## src/rtl/sd_access_arbiter_pkg.sv

```systemverilog
// Shared types and constants for the SD-card sector controller arbiter.
package sd_arb_pkg;

  localparam int unsigned SD_ARB_N_REQ = 6;
  localparam int unsigned SD_ARB_LBA_W = 32;

  localparam int unsigned REQ_C1541 = 0;
  localparam int unsigned REQ_CRT   = 1;
  localparam int unsigned REQ_PRG   = 2;
  localparam int unsigned REQ_ROM   = 3;
  localparam int unsigned REQ_TAP   = 4;
  localparam int unsigned REQ_FLT   = 5;

  typedef enum logic [1:0] {
    IDLE,
    ISSUE,
    WAIT_DONE
  } sd_arb_state_t;

endpackage

```

## src/rtl/sd_access_arbiter_if.sv

```systemverilog
// Requester-side and controller-side signals of the SD access arbiter.
interface sd_access_arbiter_if
  import sd_arb_pkg::*;
#(
  parameter int unsigned N_REQ = SD_ARB_N_REQ,
  parameter int unsigned LBA_W = SD_ARB_LBA_W
);

  logic [N_REQ*LBA_W-1:0] req_lba;
  logic [N_REQ-1:0]       req_rd;
  logic [N_REQ-1:0]       req_wr;
  logic [N_REQ*8-1:0]     req_wr_data;
  logic [N_REQ-1:0]       req_busy;
  logic [N_REQ-1:0]       req_done;
  logic [N_REQ-1:0]       req_err;
  logic [N_REQ-1:0]       req_rd_strobe;
  logic [N_REQ-1:0]       grant;
  logic [LBA_W-1:0]       sd_lba;
  logic                   sd_rd;
  logic                   sd_wr;
  logic [7:0]             sd_wr_data;
  logic                   sd_busy;
  logic                   sd_done;
  logic                   sd_rd_byte_strobe;

  // Arbiter view.
  modport slave (
    input  req_lba, req_rd, req_wr, req_wr_data, sd_busy, sd_done, sd_rd_byte_strobe,
    output req_busy, req_done, req_err, req_rd_strobe, grant, sd_lba, sd_rd, sd_wr,
           sd_wr_data
  );

  // Requesters plus controller view.
  modport master (
    output req_lba, req_rd, req_wr, req_wr_data, sd_busy, sd_done, sd_rd_byte_strobe,
    input  req_busy, req_done, req_err, req_rd_strobe, grant, sd_lba, sd_rd, sd_wr,
           sd_wr_data
  );

endinterface

```

## src/rtl/sd_access_arbiter_rr_pick.sv

```systemverilog
// Combinational round-robin picker: first request found searching from last_i + 1.
module sd_rr_pick #(
  parameter int unsigned N_REQ = 6,
  parameter int unsigned IdxW  = (N_REQ > 1) ? $clog2(N_REQ) : 1
) (
  input  logic [N_REQ-1:0] req_i,
  input  logic [IdxW-1:0]  last_i,
  output logic [N_REQ-1:0] gnt_o,
  output logic [IdxW-1:0]  idx_o
);

  logic            found;
  logic [IdxW-1:0] pos;

  always_comb begin
    gnt_o = '0;
    idx_o = '0;
    found = 1'b0;
    pos   = '0;
    for (int unsigned k = 1; k <= N_REQ; k++) begin
      pos = IdxW'((32'(last_i) + k) % N_REQ);
      if (!found && req_i[pos]) begin
        found      = 1'b1;
        gnt_o[pos] = 1'b1;
        idx_o      = pos;
      end
    end
  end

endmodule

```

## src/rtl/sd_access_arbiter.sv

```systemverilog
// Shares one SD sector controller between the c1541 drive and the image loaders.
module sd_access_arbiter
  import sd_arb_pkg::*;
#(
  parameter int unsigned N_REQ         = SD_ARB_N_REQ,
  parameter int unsigned LBA_W         = SD_ARB_LBA_W,
  parameter int unsigned ISSUE_TIMEOUT = 1_000_000
) (
  input logic                clk,
  input logic                reset_n,
  sd_access_arbiter_if.slave bus
);

  localparam int unsigned     IdxW     = (N_REQ > 1) ? $clog2(N_REQ) : 1;
  localparam int unsigned     CntW     = $clog2(ISSUE_TIMEOUT + 1);
  localparam logic [CntW-1:0] CntMax   = CntW'(ISSUE_TIMEOUT);
  localparam logic [IdxW-1:0] LastInit = IdxW'(N_REQ - 1);

  sd_arb_state_t    state_q, state_d;
  logic [N_REQ-1:0] pend_rd_q, pend_rd_d, pend_wr_q, pend_wr_d;
  logic [N_REQ-1:0] grant_q, grant_d, done_q, done_d, err_q, err_d;
  logic [LBA_W-1:0] lba_q [N_REQ];
  logic [LBA_W-1:0] sd_lba_q, sd_lba_d, pick_lba;
  logic             sd_rd_q, sd_rd_d, sd_wr_q, sd_wr_d;
  logic [IdxW-1:0]  last_q, last_d, pick_idx;
  logic [CntW-1:0]  cnt_q, cnt_d;
  logic [N_REQ-1:0] pend, accept, conflict, pick_gnt;
  logic [7:0]       wr_data;

  assign pend     = pend_rd_q | pend_wr_q;
  // Requesters already pending or owning the controller cannot queue a second operation.
  assign accept   = (bus.req_rd | bus.req_wr) & ~(pend | grant_q);
  assign conflict = bus.req_rd & bus.req_wr;

  sd_rr_pick #(
    .N_REQ(N_REQ),
    .IdxW (IdxW)
  ) u_pick (
    .req_i (pend),
    .last_i(last_q),
    .gnt_o (pick_gnt),
    .idx_o (pick_idx)
  );

  always_comb begin
    pick_lba = '0;
    wr_data  = '0;
    for (int unsigned i = 0; i < N_REQ; i++) begin
      if (pick_gnt[i]) pick_lba = pick_lba | lba_q[i];
      if (grant_q[i])  wr_data  = wr_data | bus.req_wr_data[i*8 +: 8];
    end
  end

  always_comb begin
    state_d   = state_q;
    pend_rd_d = pend_rd_q | (accept & bus.req_rd);
    pend_wr_d = pend_wr_q | (accept & bus.req_wr & ~bus.req_rd);
    grant_d   = grant_q;
    sd_lba_d  = sd_lba_q;
    sd_rd_d   = sd_rd_q;
    sd_wr_d   = sd_wr_q;
    last_d    = last_q;
    cnt_d     = cnt_q;
    done_d    = '0;
    err_d     = conflict;
    unique case (state_q)
      IDLE: begin
        if (|pend) begin
          grant_d  = pick_gnt;
          sd_lba_d = pick_lba;
          last_d   = pick_idx;
          cnt_d    = '0;
          if (|(pick_gnt & pend_rd_q)) begin
            sd_rd_d   = 1'b1;
            pend_rd_d = pend_rd_d & ~pick_gnt;
          end else begin
            sd_wr_d   = 1'b1;
            pend_wr_d = pend_wr_d & ~pick_gnt;
          end
          state_d = ISSUE;
        end
      end
      ISSUE: begin
        cnt_d = (cnt_q == CntMax) ? cnt_q : cnt_q + CntW'(1);
        if (bus.sd_busy) begin
          sd_rd_d = 1'b0;
          sd_wr_d = 1'b0;
          state_d = WAIT_DONE;
        end else if (cnt_d == CntMax) begin
          sd_rd_d = 1'b0;
          sd_wr_d = 1'b0;
          err_d   = err_d | grant_q;
          grant_d = '0;
          state_d = IDLE;
        end
      end
      WAIT_DONE: begin
        if (bus.sd_done) begin
          done_d  = grant_q;
          grant_d = '0;
          state_d = IDLE;
        end
      end
      default: state_d = IDLE;
    endcase
  end

  always_ff @(posedge clk or negedge reset_n) begin
    if (!reset_n) begin
      state_q   <= IDLE;
      pend_rd_q <= '0;
      pend_wr_q <= '0;
      grant_q   <= '0;
      done_q    <= '0;
      err_q     <= '0;
      sd_lba_q  <= '0;
      sd_rd_q   <= 1'b0;
      sd_wr_q   <= 1'b0;
      last_q    <= LastInit;
      cnt_q     <= '0;
      for (int unsigned i = 0; i < N_REQ; i++) lba_q[i] <= '0;
    end else begin
      state_q   <= state_d;
      pend_rd_q <= pend_rd_d;
      pend_wr_q <= pend_wr_d;
      grant_q   <= grant_d;
      done_q    <= done_d;
      err_q     <= err_d;
      sd_lba_q  <= sd_lba_d;
      sd_rd_q   <= sd_rd_d;
      sd_wr_q   <= sd_wr_d;
      last_q    <= last_d;
      cnt_q     <= cnt_d;
      for (int unsigned i = 0; i < N_REQ; i++) begin
        if (accept[i]) lba_q[i] <= bus.req_lba[i*LBA_W +: LBA_W];
      end
    end
  end

  assign bus.req_busy      = pend | grant_q;
  assign bus.req_done      = done_q;
  assign bus.req_err       = err_q;
  assign bus.req_rd_strobe = {N_REQ{bus.sd_rd_byte_strobe}} & grant_q;
  assign bus.grant         = grant_q;
  assign bus.sd_lba        = sd_lba_q;
  assign bus.sd_rd         = sd_rd_q;
  assign bus.sd_wr         = sd_wr_q;
  assign bus.sd_wr_data    = wr_data;

endmodule

```

## src/flat_wrapper.sv

```systemverilog
// flat-port wrapper written by rule: the top's interface ports become plain ports
module sd_access_arbiter_flat import sd_arb_pkg::*;
#(
  parameter int unsigned N_REQ         = SD_ARB_N_REQ,
  parameter int unsigned LBA_W         = SD_ARB_LBA_W,
  parameter int unsigned ISSUE_TIMEOUT = 1_000_000
)
  (clk, reset_n, bus_req_lba, bus_req_rd, bus_req_wr, bus_req_wr_data, bus_sd_busy, bus_sd_done, bus_sd_rd_byte_strobe, bus_req_busy, bus_req_done, bus_req_err, bus_req_rd_strobe, bus_grant, bus_sd_lba, bus_sd_rd, bus_sd_wr, bus_sd_wr_data);
  sd_access_arbiter_if #(.N_REQ(N_REQ), .LBA_W(LBA_W)) bus_i ();
  input logic clk;
  input logic reset_n;
  input wire logic [$bits(bus_i.req_lba)-1:0] bus_req_lba;
  input wire logic [$bits(bus_i.req_rd)-1:0] bus_req_rd;
  input wire logic [$bits(bus_i.req_wr)-1:0] bus_req_wr;
  input wire logic [$bits(bus_i.req_wr_data)-1:0] bus_req_wr_data;
  input wire logic [$bits(bus_i.sd_busy)-1:0] bus_sd_busy;
  input wire logic [$bits(bus_i.sd_done)-1:0] bus_sd_done;
  input wire logic [$bits(bus_i.sd_rd_byte_strobe)-1:0] bus_sd_rd_byte_strobe;
  output wire logic [$bits(bus_i.req_busy)-1:0] bus_req_busy;
  output wire logic [$bits(bus_i.req_done)-1:0] bus_req_done;
  output wire logic [$bits(bus_i.req_err)-1:0] bus_req_err;
  output wire logic [$bits(bus_i.req_rd_strobe)-1:0] bus_req_rd_strobe;
  output wire logic [$bits(bus_i.grant)-1:0] bus_grant;
  output wire logic [$bits(bus_i.sd_lba)-1:0] bus_sd_lba;
  output wire logic [$bits(bus_i.sd_rd)-1:0] bus_sd_rd;
  output wire logic [$bits(bus_i.sd_wr)-1:0] bus_sd_wr;
  output wire logic [$bits(bus_i.sd_wr_data)-1:0] bus_sd_wr_data;
  assign bus_i.req_lba = bus_req_lba;
  assign bus_i.req_rd = bus_req_rd;
  assign bus_i.req_wr = bus_req_wr;
  assign bus_i.req_wr_data = bus_req_wr_data;
  assign bus_i.sd_busy = bus_sd_busy;
  assign bus_i.sd_done = bus_sd_done;
  assign bus_i.sd_rd_byte_strobe = bus_sd_rd_byte_strobe;
  assign bus_req_busy = bus_i.req_busy;
  assign bus_req_done = bus_i.req_done;
  assign bus_req_err = bus_i.req_err;
  assign bus_req_rd_strobe = bus_i.req_rd_strobe;
  assign bus_grant = bus_i.grant;
  assign bus_sd_lba = bus_i.sd_lba;
  assign bus_sd_rd = bus_i.sd_rd;
  assign bus_sd_wr = bus_i.sd_wr;
  assign bus_sd_wr_data = bus_i.sd_wr_data;
  sd_access_arbiter #(.N_REQ(N_REQ), .LBA_W(LBA_W), .ISSUE_TIMEOUT(ISSUE_TIMEOUT)) u_core (.clk(clk), .reset_n(reset_n), .bus(bus_i));
endmodule
```

## config.mk

```make
export PLATFORM = sky130hd
export DESIGN_NAME = sd_access_arbiter_flat
export DESIGN_NICKNAME = d
export VERILOG_FILES = /design/src/rtl/sd_access_arbiter_pkg.sv /design/src/rtl/sd_access_arbiter_if.sv /design/src/rtl/sd_access_arbiter_rr_pick.sv /design/src/rtl/sd_access_arbiter.sv /design/src/flat_wrapper.sv
export SDC_FILE = /design/constraint.sdc
export NUM_CORES = 1
export LEC_CHECK = 0
export ABC_AREA = 1
export BUFFER_PORTS_ARGS = -buffer_cell sky130_fd_sc_hd__buf_2
export CORE_MARGIN = 3
export CORE_UTILIZATION = 59
export CTS_CLUSTER_SIZE = 25
export DETAILED_ROUTE_END_ITERATION = 6
export MAX_ROUTING_LAYER = met4
export PLACE_DENSITY = 0.86
export SLEW_MARGIN = 20
export SYNTH_ARGS = -nofsm -noshare
export SYNTH_HDL_FRONTEND = slang
export SYNTH_SLANG_ARGS = --single-unit
```

## constraint.sdc

```tcl
create_clock -name clk -period 8.7 [get_ports clk]
set_input_delay 1.74 -clock clk [delete_from_list [all_inputs] [get_ports clk]]
set_output_delay 1.74 -clock clk [all_outputs]
set_load 0.005 [all_outputs]
```

==> summary.txt, run 1 <==
Clock network
  – # H-tree levels: 1
  – CTS Hold Bufs: 0
  – Clk_lat worst skew: 0.57 ns
  – Post-CTS setup buffer count: 0
  – Clock-pin slew on the worst setup and hold paths: 0.06 ns
  – Max Root-Sink Buffers: 3
  – CTS Buf Count: 29
  – CTS resizes: 0
  – CTS tree: built
  – Clk sink count: roughly 280
  – Root Buffer: clkbuf_16

Setup path
  – Crit path required time: 9.15 ns
  – CP max FO: 36
  – Crit end category: register
  – Crit path max-delay family: simple AND/OR/NAND/NOR gates
  – Reg-to-reg critical path startpoint: u_core.last_q[0]
  – Crit Path Class: reg -> reg
  – Crit path DAT: 5.58 ns
  – Slowest Stage Delay on Critical Path: 0.87 ns
  – Crit path buf inv count: 4
  – Slowest cell on the critical path: dfstp_2
  – Worst Setup Start Kind: register
  – CP startpoint: u_core.last_q[0]
  – Most frequent CP cell: nand2_1

Timing
  – Slew Limit Fails: 0
  – Final Skew: 0.02045 ns
  – Period utilization: 58.97%
  – Finish-stage setup viols: 0
  – Worst slew pin tran: 0.9834 ns
  – Fin. Hold Viols: 0
  – Fmax: 194.9 MHz
  – RSZ-0062 raised after global routing: no
  – Final hold slack: between 0.4 and 0.5 ns
  – Worst rel slew slack: 34.37%
  – Fin crit period: 5.130 ns
  – Setup WS post-layout: 3.570 ns
  – Setup TNS: 0 ns

Pwr
  – Seq pwr share: around 27%
  – VDD IR max: 0.3980 mV
  – Comb pwr share: 58.5%
  – Leakage: 0.008180 µW
  – Pint: 4635 µW
  – Switching Power: 4211 µW
  – Power density of the placed cells: roughly 520 mW/mm²
  – Clock Power Share: between 10% and 20%
  – Switching share of power: 47.60%

Global routing
  – Largest net degree at the start of global routing: 160
  – Initial antenna violation count: 13
  – GRT Max-Usage Layer: met2
  – GRT Overall Usage: 34.13%
  – Met1 usage: 41.08%
  – Met2 usage: 56.10%
  – First-pass GRT wire length: 67780 µm
  – Met3 usage: 7.841%
  – Vias in the first global route: 12770
  – Global route overflow: 0

Floorplanning
  – Core box area: 0.02305 mm²
  – Die area: 0.02570 mm²
  – Initial Util: 60.95%
  – Io pins: 329
  – Chip height: 160.3 µm
  – Row count: 55
  – Die W: 160.3 µm

Final layout
  – Final cell count without fillers: 2105
  – Layout cells sized above 1: between 30% and 40%
  – Area delta synth->final: 20.43%
  – Final nets: roughly 2000

Route
  – Routed Antenna Nets: 0
  – DR WL/cell: ~20 µm
  – Total vias in the final route: 12330
  – Drt drc: 1
  – Drt pass-1 iters: 7
  – DRT Wirelength: 43250 µm
  – Vias/cell: 5.857
  – Initial drt markers: between 1000 and 1500

Place
  – HPWL Detailed: 30210 µm
  – Port Buffers: 328
  – DP Cell Count: 2039
  – Pre-CTS WS: 3.664 ns
  – RD Place Congestion: 0.9341

Hold path
  – Min-Delay Path Class: reg -> reg
  – Hold Crit Start: u_core.bus.sd_wr

Yosys
  – Sequential share of the synthesized area: 50.06%
  – Syn Std Cell Area: approximately 0.014 mm²
  – Syn avg cell area: 9.697 µm²
  – Asr flop ratio synth: 100.0%
  – Yosys reg bits: about 280
  – Post-synth top flop: dfrtp_1
  – Post-Syn Instances: 1449
  – Synth Warn #: 0
  – Number of flops mapped to enable cells by yosys: 0
  – Syn Nets: approximately 1700
  – Post-synth cell types: 49

Run status
  – Status: finished, violations left
  – Violated checks: design-rule violations

Flow run
  – Max-Cap Viols: 0
-- logic make-up after synthesis --
kind of cell               count (synthesis)  share of synthesized area (%)
xor gates and xnor gates                  17                          1.060
buffers and inverters                    170                          4.924
adders and majority gates                 16                          1.425
DFF                                      281                          50.06
and+or+nand+nor                          610                          19.44
muxes                                    192                          15.39
AOI/OAI and AO/OA                        163                          7.703
-- synthesized netlist by cell type, drive strengths merged, types with 11 or more instances --
| library cell | number | share of area, % |
|---|---|---|
| a21oi | 41 | 1.6 |
| a22o | 11 | 0.69 |
| buf | 26 | 1.1 |
| clkbuf | 34 | 0.91 |
| dfrtp | 279 | 50 |
| ha | 16 | 1.4 |
| inv | 108 | 2.9 |
| mux2 | 192 | 15 |
| nand2 | 361 | 10 |
| nand3 | 108 | 4.3 |
| nand4 | 39 | 1.8 |
| nor2 | 75 | 2.2 |
| nor3 | 17 | 0.61 |
| o21ai | 29 | 1.0 |
| o22a | 23 | 1.4 |
| o22ai | 28 | 1.2 |
| xor2 | 17 | 1.1 |
-- layer usage --
| layer | routed length [µm] | share of wire [%] |
|---|---|---|
| met3 | 3680 | 8.5 |
| met4 | 1721 | 4.0 |
| met1 | 16480 | 38 |
| met2 | 21370 | 49 |
| met5 | 0 | 0 |
-- path summary, 6_finish.rpt --
path                       slack (ns)  cells after the start                     to
min in group asynchronous        1.21                      1  u_core.bus.req_err[1]
setup reg to reg                 3.57                     26    u_core.pend_wr_q[5]
hold reg to reg                  0.48                      2       u_core.bus.sd_wr
hold / removal                   0.48                      2       u_core.bus.sd_wr
setup / recovery                 3.57                     26    u_core.pend_wr_q[5]
max in group asynchronous        6.17                      2        u_core.lba_q[3]
-- worst register-to-register path, cell delays in order, from the launching register on --
cell	delay, ns
dfstp_2	0.87
inv_2	0.31
ha_1	0.32
inv_1	0.07
nand2_1	0.05
nand2_1	0.16
ha_1	0.26
nor2_1	0.10
nand3_1	0.07
nand2_1	0.13
nand2_1	0.12
nand2_1	0.10
nand2_1	0.09
nand3_1	0.11
nand3_1	0.12
nand4_1	0.25
nor2_1	0.07
nor2_1	0.14
nand3_2	0.76
nand2_1	0.30
nand2_2	0.10
nor2_4	0.13
nand3_4	0.12
inv_2	0.09
nand2_1	0.05
nand2_1	0.09
inv_1	0.05
-- state kept, by name, summed over array words and instances (netlist names), 3 cells and up --
| name | flops |
|---|---|
| u_core.bus.grant | 6 |
| u_core.lba_q | 192 |
| u_core.last_q | 3 |
| u_core.pend_rd_q | 6 |
| u_core.cnt_q | 20 |
| u_core.pend_wr_q | 6 |
| u_core.bus.req_done | 6 |
| u_core.bus.req_err | 6 |
| u_core.bus.sd_lba | 32 |
-- cell type report --
| class | count | area, µm² |
|---|---|---|
| Sequential cell | 281 | 7034 |
| Multi-Input combinational cell | 998 | 6325 |
| Fill cell | 1613 | 6132 |
| Timing Repair Buffer | 337 | 1732 |
| Clock buffer | 45 | 835.8 |
| Inverter | 110 | 415.4 |
| Tap cell | 313 | 391.6 |
| Clock inverter | 8 | 155.1 |
| Antenna cell | 13 | 32.53 |
-- power groups by stage --
stage	clock [µW]	sequential (µW)	combinational, µW
global placement	0	2340	4920
floorplan	0	2210	3850
detailed placement	0	2360	5070
finish	1290	2380	5180
global route	1360	2430	5670
CTS	1300	2350	5140
-- per-stage QoR --
step           util [%]  area [µm²]  total power (µW)
3_5_place_dp      68.96       15900              7435
3_3_place_gp      68.96       15900              7259
2_1_floorplan         -       14050              6056
4_1_cts           73.26       16890              8793
5_1_grt           73.40       16920              9467
6_report          73.40       16920              8846
-- placed cells by master, fill, tap and decap left out, drive strengths merged, types with 29 or more instances in the layout --
cell and instances:
inv 109, nand2 361, nand3 108, nor2 75
dfrtp 279, o21ai 29, a21oi 41, mux2 192
buf 337, clkbuf 45, nand4 39
Power figures use the tool's default switching activity.
==> inputs of run 2 (changes only) <==
--- a/config.mk
+++ b/config.mk
@@ -8,11 +8,11 @@
 export ABC_AREA = 1
 export BUFFER_PORTS_ARGS = -buffer_cell sky130_fd_sc_hd__buf_2
 export CORE_MARGIN = 3
-export CORE_UTILIZATION = 59
+export CORE_UTILIZATION = 49
 export CTS_CLUSTER_SIZE = 25
 export DETAILED_ROUTE_END_ITERATION = 6
 export MAX_ROUTING_LAYER = met4
-export PLACE_DENSITY = 0.86
+export PLACE_DENSITY = 0.77
 export SLEW_MARGIN = 20
 export SYNTH_ARGS = -nofsm -noshare
 export SYNTH_HDL_FRONTEND = slang
==> constraint.sdc (replaced) <==
create_clock -name clk -period 4.6 [get_ports clk]
set_input_delay 0.92 -clock clk [delete_from_list [all_inputs] [get_ports clk]]
set_output_delay 0.92 -clock clk [all_outputs]
set_load 0.005 [all_outputs]
==> summary.txt, run 2 (synthesis gave the netlist of run 1 again) <==
Run status
  – Status: finished clean

Timing
  – Fin crit period: 3.884 ns
  – Worst rel slew slack: approximately a third
  – Period utilization: ~84%
  – Worst slew pin tran: 0.9676 ns
  – Slew Limit Fails: 0
  – Setup TNS: 0 ns
  – Final Skew: roughly 0.056 ns
  – Fin. Hold Viols: 0
  – Fmax: around 260 MHz
  – RSZ-0062 raised after global routing: no
  – Finish-stage setup viols: 0

Final layout
  – Commonest non-fill, non-tap cell in the layout: nand2_1
  – Final nets: 2049
  – Most flops, register: u_core.lba_q
  – Most frequent cells in the layout: nand2_1, buf_2, dfrtp_1
  – Layout cells sized above 1: 35.24%
  – Area delta synth->final: 22.13%
  – Fillers: 2404
  – Max FFs per register: 192

Clock network
  – Clk_lat worst skew: 0.59 ns
  – # H-tree levels: 1
  – Root Buffer: clkbuf_16
  – Clock-pin slew on the worst setup and hold paths: roughly 0.06 ns
  – Clk sink count: between 200 and 300
  – CTS tree: built
  – Max Root-Sink Buffers: 3
  – CTS Buf Count: 30
  – CTS resizes: 0
  – Post-CTS setup buffer count: 0
  – CTS Hold Bufs: 0

Floorplanning
  – Die area: between 0.03 and 0.04 mm²
  – Row count: 61
  – Core box area: around 0.028 mm²
  – Chip height: 175.3 µm
  – Die W: 175.3 µm
  – Io pins: approximately 330
  – Initial Util: 50.16%

Setup path
  – Crit path DAT: between 4 and 5 ns
  – Reg2Reg Depth: 27
  – CP max FO: 9
  – Crit path required time: 5.04 ns
  – Worst Setup Start Kind: register
  – Crit Path Class: reg -> reg
  – Crit end category: register

Route
  – DRT Wirelength: 44020 µm
  – Drt drc: 0
  – Routed Antenna Nets: 0
  – Top routing layer used: met4
  – Drt pass-1 iters: 6
  – Met2 WL: 21670 µm
  – Initial drt markers: 919
  – Vias/cell: 5.552
  – DRT met1 WL: 17520 µm
  – DR WL/cell: 20.10 µm
  – Total vias in the final route: 12158
  – WL met3: 3499 µm

Global routing
  – Largest net degree at the start of global routing: 113
  – GRT Overall Usage: about 29%
  – Vias in the first global route: approximately 13000
  – Initial antenna violation count: 14
  – First-pass GRT wire length: around 68000 µm
  – Global route overflow: 0

Place
  – RD Place Congestion: 0.9676
  – Port Buffers: 328
  – HPWL Detailed: 31650 µm

Hold path
  – Min-Delay Path Class: in -> async

Flow run
  – Max-Cap Viols: 0
[run 2: through the flow]
step / hold WS (ns) / cell area [µm²] / std cells / setup slack [ns] / util [%]
2_1_floorplan: 0.4636 / 14050 / 1449 / 1.034 / -
3_3_place_gp: 0.4837 / 16180 / 2122 / 0.8186 / 57.75
3_5_place_dp: 0.4930 / 16180 / 2122 / 0.7430 / 57.75
4_1_cts: 0.4348 / 17120 / 2174 / 0.7113 / 61.12
5_1_grt: 0.4410 / 17160 / 2188 / 0.2338 / 61.25
6_report: 0.3785 / 17160 / 2190 / 0.7157 / 61.26
[run 2: path summary, 6_finish.rpt]
path	from	endpoint	slack (ns)
setup / recovery	u_core.last_q[1]	u_core.pend_wr_q[2]	0.72
hold / removal	reset_n	u_core.lba_q[15]	0.38
setup reg to reg	u_core.last_q[1]	u_core.pend_wr_q[2]	0.72
hold reg to reg	u_core.bus.sd_lba[19]	u_core.bus.sd_lba[19]	0.51
max in group asynchronous	reset_n	u_core.cnt_q[7]	3.14
min in group clk	u_core.bus.sd_lba[19]	u_core.bus.sd_lba[19]	0.51
[run 2: per-layer routing]
| layer | global-route usage [%] | up-vias |
|---|---|---|
| li1 | - | 5629 |
| met4 | 9.076 | 0 |
| met5 | - | - |
| met2 | 47.53 | 492 |
| met1 | 35.27 | 5940 |
| met3 | 6.853 | 97 |
[run 2: layout make-up]
class                      instances  area, µm²  area share, %
antenna                           16      40.04         0.2333
clock buffer                      50      905.9          5.279
clock inverter                     2      37.54         0.2187
inverter                         110      415.4          2.421
multi-input combinational        998       6325          36.86
sequential                       281       7034          40.99
tap                              378      473.0          2.756
timing repair buffer             355       1929          11.24
[run 2: critical path: stages (launching register included)]
cell and delay, ns:
dfrtp_1 0.44, inv_1 0.12, ha_1 0.31, a21oi_2 0.29, inv_2 0.07, ha_1 0.28
nor2_1 0.10, nand3_1 0.07, nand2_1 0.11, nand2_1 0.12, nand2_1 0.09, nand2_1 0.09
nand3_1 0.10, nand2_1 0.07, nor2_2 0.18, nor2_2 0.09, nand3_1 0.07, nand2_1 0.07
nor2_2 0.11, nand3_2 0.26, nand2_1 0.17, nand2_2 0.07, nor2_4 0.12, nand3_4 0.12
inv_2 0.09, nand2_1 0.05, nand2_1 0.06, inv_1 0.04
Power of run 2 is left out: the tool's default activity adds up to more than one toggle a clock period on the data nets, which glitch-free logic cannot reach.
